$ cat src/rtl/hdmi_pixel_feeder.sv
// Framebuffer-to-video pixel feeder: prefetches RGB pixels for the active frame into a
// small FIFO and serves the video driver's pop requests, restarting on each vsync edge.
module hdmi_pixel_feeder #(
  parameter int          H_ACT    = 640,
  parameter int          V_ACT    = 480,
  parameter int          ADDR_W   = 19,
  parameter int          DEPTH    = 16,
  parameter int          AE_LEVEL = 4,
  parameter logic [23:0] UF_COLOR = 24'h000000
) (
  input  logic              pixel_clk,
  input  logic              sys_rst_n,
  input  logic              video_vs,
  input  logic              data_req,
  output logic [23:0]       pix_data,
  output logic              almost_empty,
  output logic              fb_rd_req,
  output logic [ADDR_W-1:0] fb_rd_addr,
  input  logic              fb_rd_gnt,
  input  logic              fb_rd_valid,
  input  logic [23:0]       fb_rd_data,
  output logic [15:0]       underflow_cnt,
  output logic              frame_done
);

  localparam int PTR_W     = $clog2(DEPTH);
  localparam int CNT_W     = PTR_W + 1;
  localparam int FRAME_PIX = H_ACT * V_ACT;
  localparam logic [ADDR_W-1:0] LAST_ADDR = ADDR_W'(FRAME_PIX - 1);

  typedef enum logic [1:0] {S_IDLE, S_FLUSH, S_FETCH, S_DRAIN} state_t;

  state_t            state_q, state_d;
  logic              vs_p1;
  logic              vs_rise;
  logic [CNT_W-1:0]  fifo_count;
  logic [CNT_W-1:0]  inflight;
  logic [CNT_W-1:0]  discard_cnt;
  logic [CNT_W:0]    credit_used;
  logic [PTR_W-1:0]  wr_ptr, rd_ptr;
  logic [23:0]       fifo_mem [DEPTH];
  logic              gnt_ok;
  logic              last_gnt;
  logic              push, pop, drop, underrun;

  function automatic logic [15:0] sat_inc16(input logic [15:0] v);
    return (v == 16'hFFFF) ? v : v + 16'd1;
  endfunction

  assign vs_rise     = video_vs & ~vs_p1;
  assign credit_used = {1'b0, fifo_count} + {1'b0, inflight};
  assign gnt_ok      = fb_rd_req & fb_rd_gnt;

  // Returns owed to an abandoned frame are dropped before anything is stored.
  assign drop     = fb_rd_valid && (discard_cnt != '0);
  assign push     = fb_rd_valid && (discard_cnt == '0) && !vs_rise;
  assign pop      = data_req && (fifo_count != '0) && !vs_rise;
  assign underrun = data_req && (fifo_count == '0) && !vs_rise;

  assign almost_empty = (fifo_count <= CNT_W'(AE_LEVEL));

  always_comb begin
    state_d   = state_q;
    fb_rd_req = 1'b0;
    last_gnt  = 1'b0;
    case (state_q)
      S_IDLE:  state_d = S_IDLE;
      S_FLUSH: if (discard_cnt == '0) state_d = S_FETCH;
      S_FETCH: begin
        fb_rd_req = (credit_used < (CNT_W + 1)'(DEPTH));
        if (fb_rd_req && fb_rd_gnt && (fb_rd_addr == LAST_ADDR)) begin
          last_gnt = 1'b1;
          state_d  = S_DRAIN;
        end
      end
      S_DRAIN: state_d = S_DRAIN;
      default: state_d = S_IDLE;
    endcase
    if (vs_rise) begin
      state_d  = S_FLUSH;
      last_gnt = 1'b0;
    end
  end

  // Stage p1: control state, credits, pointers and the output pixel register.
  always_ff @(posedge pixel_clk or negedge sys_rst_n) begin
    if (!sys_rst_n) begin
      state_q       <= S_IDLE;
      vs_p1         <= 1'b0;
      fifo_count    <= '0;
      inflight      <= '0;
      discard_cnt   <= '0;
      wr_ptr        <= '0;
      rd_ptr        <= '0;
      fb_rd_addr    <= '0;
      frame_done    <= 1'b0;
      underflow_cnt <= '0;
      pix_data      <= UF_COLOR;
    end else begin
      state_q    <= state_d;
      vs_p1      <= video_vs;
      frame_done <= last_gnt;
      if (underrun) underflow_cnt <= sat_inc16(underflow_cnt);

      if (vs_rise) begin
        // Everything still outstanding, including a grant or return this cycle, is abandoned.
        fifo_count  <= '0;
        wr_ptr      <= '0;
        rd_ptr      <= '0;
        inflight    <= '0;
        discard_cnt <= discard_cnt + inflight + CNT_W'(gnt_ok) - CNT_W'(fb_rd_valid);
        fb_rd_addr  <= '0;
      end else begin
        if (push) wr_ptr <= wr_ptr + PTR_W'(1);
        if (pop)  rd_ptr <= rd_ptr + PTR_W'(1);
        fifo_count <= fifo_count + CNT_W'(push) - CNT_W'(pop);
        inflight   <= inflight + CNT_W'(gnt_ok) - CNT_W'(push);
        if (drop) discard_cnt <= discard_cnt - CNT_W'(1);
        if (gnt_ok && (fb_rd_addr != LAST_ADDR)) fb_rd_addr <= fb_rd_addr + ADDR_W'(1);
      end

      if (data_req) pix_data <= pop ? fifo_mem[rd_ptr] : UF_COLOR;
    end
  end

  // Stage p1 storage: FIFO payload, written only from stored returns (no bypass path).
  always_ff @(posedge pixel_clk) begin
    if (push) fifo_mem[wr_ptr] <= fb_rd_data;
  end

  a_no_overflow: assert property (@(posedge pixel_clk) disable iff (!sys_rst_n)
    !(push && (fifo_count == CNT_W'(DEPTH))));

endmodule
$ cat config.mk
export PLATFORM = sky130hd
export DESIGN_NAME = hdmi_pixel_feeder
export DESIGN_NICKNAME = d
export VERILOG_FILES = /design/src/rtl/hdmi_pixel_feeder.sv
export SDC_FILE = /design/constraint.sdc
export NUM_CORES = 1
export LEC_CHECK = 0
export BUFFER_PORTS_ARGS = -buffer_cell sky130_fd_sc_hd__buf_4
export CORE_MARGIN = 10
export CORE_UTILIZATION = 35
export CTS_CLUSTER_SIZE = 30
export DETAILED_ROUTE_END_ITERATION = 8
export GPL_TIMING_DRIVEN = 0
export SYNTH_ARGS = -nofsm -noshare
export SYNTH_HDL_FRONTEND = slang
export SYNTH_SLANG_ARGS = --single-unit
export TNS_END_PERCENT = 30
$ cat constraint.sdc
create_clock -name pixel_clk -period 6.3 [get_ports pixel_clk]
set_input_delay 0.63 -clock pixel_clk [delete_from_list [all_inputs] [get_ports pixel_clk]]
set_output_delay 0.63 -clock pixel_clk [all_outputs]
set_load 0.05 [all_outputs]
==> impl_metrics.csv <==
group,metric,value,unit
status,status,"completed",
final_layout,post-route-util,41.8,%
worst_setup_path,crit_path_end_kind,"flop",
clock_network,cts_buffers,47,
sta,setup_slack,2160,ps
die,fp-row-count,85,
synthesis,syn_nets,1053,
sta,slew_viol_final,0,
worst_setup_path,start_kind,"flop",
worst_hold_path,worstHoldPathType,"in -> async",
placement,hpwl,28100,um
clock_network,cts_buffer_depth,3,
die,initial_core_util,35.4,%
pwr,switchingPower,2.70,mW
grt,antenna_found_initial,2,
detailed_routing,wire_per_inst,23.9,um
die,io_pins,92,
sta,skew,24.8,ps
sta,finalHoldViolations,0,
grt,grt_pass1_wl,66800,um
pwr,peakVddDrop,0.252,mV
pwr,power_density,397,nW/um^2
clock_network,cts_tree,"yes",
placement,dp_slack,2050,ps
pwr,p_int,6.24,mW
sta,worst_pin_slew,1170,ps
final_layout,syn_to_final_growth,17.9,%
synthesis,synth_cell_types,54,
detailed_routing,vias,9794,
placement,gp_congestion,0.755,
synthesis,async_flop_share,18.3,%
final_layout,final_nets,1214,
detailed_routing,drt_iter0_drc,663,
detailed_routing,viasPerCell,5.20,
sta,fin_crit_sh,65.7,%
clock_network,clkTransAtPathRegs,60,ps
grt,grt_pass1_vias,10136,
clock_network,cts_resized,0,
synthesis,yosys_warnings,0,
final_layout,drive_above_1_share,28.4,%
final_layout,fillers,4716,
sta,rsz0062_at_grt,"no",
die,dieArea,64300,sq um
sta,whs,59.2,ps
clock_network,postCtsSetupBuffers,0,
pwr,p_leak,7.92,nW
pwr,pwr-share-seq,41.0,%
final_layout,seqCellArea,13700,sq um
die,fp.dieH,254,um
worst_setup_path,worstPathMaxFanout,10,
synthesis,synth_edf_count,384,
synthesis,synth_cells,987,
synthesis,synth_flop_cell,"edfxtp_1",
synthesis,synth_common_cells,"edfxtp_1 (384), mux4_2 (115), dfrtp_1 (86)",
synthesis,syn_area,19100,sq um
detailed_routing,totalWireLength,45000,um
final_layout,multi_input_area,5100,sq um
detailed_routing,drc,0,
sta,fin_crit,4140,ps
detailed_routing,dr.pass1.iters,5,
pwr,pwr-share-comb,27.9,%
grt,grt_usage,14.0,%
die,fp.dieW,254,um
worst_setup_path,rrSetupSlack,2160,ps
final_layout,antennaDiodeCount,0,
sta,setup_viol,0,
grt,grt.overflow.total,0,
clock_network,cts.sinks,470,
synthesis,ys_seq_area_share,71.7,%
die,core,53900,sq um
placement,place_area,20900,sq um
sta,timing.fmax,242,MHz
clock_network,clock_latency,590,ps
grt,grt_max_degree,87,
synthesis,synth_top_area_cell,"edfxtp_1",
worst_setup_path,worstSetupPathType,"reg -> reg",
worst_setup_path,cp.required,6740,ps
final_layout,post-route-cell-area,22500,sq um
sta,relSlewSlack,22.3,%
detailed_routing,ant_nets,0,
synthesis,yosysTopAreaCellShare,60.4,%
flow_run,drv_cap,0,
synthesis,synth_area_leaders,"edfxtp_1 (60%), mux4_2 (14%), dfrtp_1 (11%), ha_1 (2.1%), a22o_1 (1.1%)",
synthesis,synthMostInstantiatedCell,"edfxtp_1",
synthesis,avgSynthCellArea,19.3,sq um
placement,port_buffers,91,
clock_network,cts_max_level,2,
worst_setup_path,worstPathArrival,4580,ps
pwr,p_clk_share,31.1,%
pwr,switching_share,30.2,%
clock_network,cts_hold_buf,0,
clock_network,cts_root_buf,"clkbuf_16",
synthesis,ys_ff_latch,470,
final timing paths:
kind,start,end,cells after the start
max,fifo_count[2]$_DFF_PN0_,fifo_count[4]$_DFF_PN0_,15
min,sys_rst_n,fb_rd_addr[2]$_DFFE_PN0P_,1
max reg2reg,fifo_count[2]$_DFF_PN0_,fifo_count[4]$_DFF_PN0_,15
min reg2reg,underflow_cnt[9]$_DFFE_PN0P_,underflow_cnt[9]$_DFFE_PN0P_,1
max in group asynchronous,sys_rst_n,underflow_cnt[13]$_DFFE_PN0P_,2
min in group pixel_clk,video_vs,vs_p1$_DFF_PN0_,1
flip-flops by register name (all words and copies together) (netlist names):
register / count
fifo_mem: 384
pix_data: 24
fb_rd_addr: 19
underflow_cnt: 16
discard_cnt: 5
fifo_count: 5
inflight: 5
rd_ptr: 4
wr_ptr: 4
state_q: 2
frame_done: 1
vs_p1: 1
per-layer routing:
metal  global-route usage (%)  vias to the layer above  part of all wire [%]
met3                     3.20                       61                   6.2
met5                        0                        -                 0.064
li1                         -                     4299                     -
met2                     22.9                      284                    49
met4                     3.58                        4                   1.7
met1                     18.7                     5146                    43
cell usage in the layout, fill, tap and decap left out, types with 5 or more instances in the layout:
| cell type | count |
|---|---|
| inv_1 | 33 |
| or4_1 | 8 |
| mux4_1 | 5 |
| clkbuf_8 | 8 |
| xnor2_1 | 19 |
| buf_4 | 107 |
| and2_2 | 8 |
| clkinv_2 | 9 |
| a22o_1 | 25 |
| clkbuf_1 | 39 |
| and3_1 | 8 |
| buf_16 | 5 |
| xor2_1 | 15 |
| nand3_1 | 10 |
| o31ai_1 | 8 |
| nor2_1 | 31 |
| ha_1 | 32 |
| clkbuf_16 | 48 |
| nand2b_1 | 7 |
| mux4_2 | 115 |
| nand2_1 | 28 |
| and2_1 | 8 |
| nand4_1 | 10 |
| mux2i_1 | 7 |
| a21oi_1 | 22 |
| o21ai_0 | 8 |
| clkinv_1 | 5 |
| buf_2 | 13 |
| edfxtp_1 | 384 |
| dfrtp_1 | 86 |
| and4_1 | 9 |
logic make-up (layout without fill, tap and decap cells):
logic type	after synthesis	after routing	share of synthesized area, %
flops	470	470	71.7
simple gates	161	161	4.79
mux	128	128	14.7
buf+inv	81	281	1.97
compound gates	77	77	2.82
fa+ha+maj	36	36	2.52
xor+xnor	34	34	1.56
stage by stage:
stage	power (mW)	setup TNS, ps	instances
after floorplan	5.51	0	987
after global placement	6.22	-150150	1774
after detailed placement	6.26	0	1794
after CTS	9.06	0	1882
after global routing	9.38	0	1883
final	8.94	0	1883
power by group through the flow:
stage | combinational (mW) | sequential, mW | clock [mW]
final | 2.49 | 3.66 | 2.78
after global routing | 2.71 | 3.69 | 2.98
after CTS | 2.54 | 3.66 | 2.85
after detailed placement | 2.53 | 3.73 | 0
after global placement | 2.49 | 3.73 | 0
after floorplan | 1.52 | 3.99 | 0
layout make-up:
cell class	instances	share of cell area, %
Tap cell	696	3.87
Sequential cell	470	60.8
Timing Repair Buffer	112	4.18
Buffer	46	1.09
Inverter	35	0.583
Multi-Input combinational cell	436	22.6
Clock inverter	19	0.828
Clock buffer	69	6.04
critical path, stage by stage (launching register included):
cell	delay (ps)
dfrtp_1	420
inv_1	90
ha_1	210
a21oi_1	460
and2_1	200
clkbuf_1	500
clkbuf_1	710
ha_1	260
inv_1	40
ha_1	190
fa_1	410
a21oi_1	160
nor2_1	60
nor2_1	110
xnor2_1	130
nor2_1	60
Note: power is estimated with default switching activity, not from simulation.
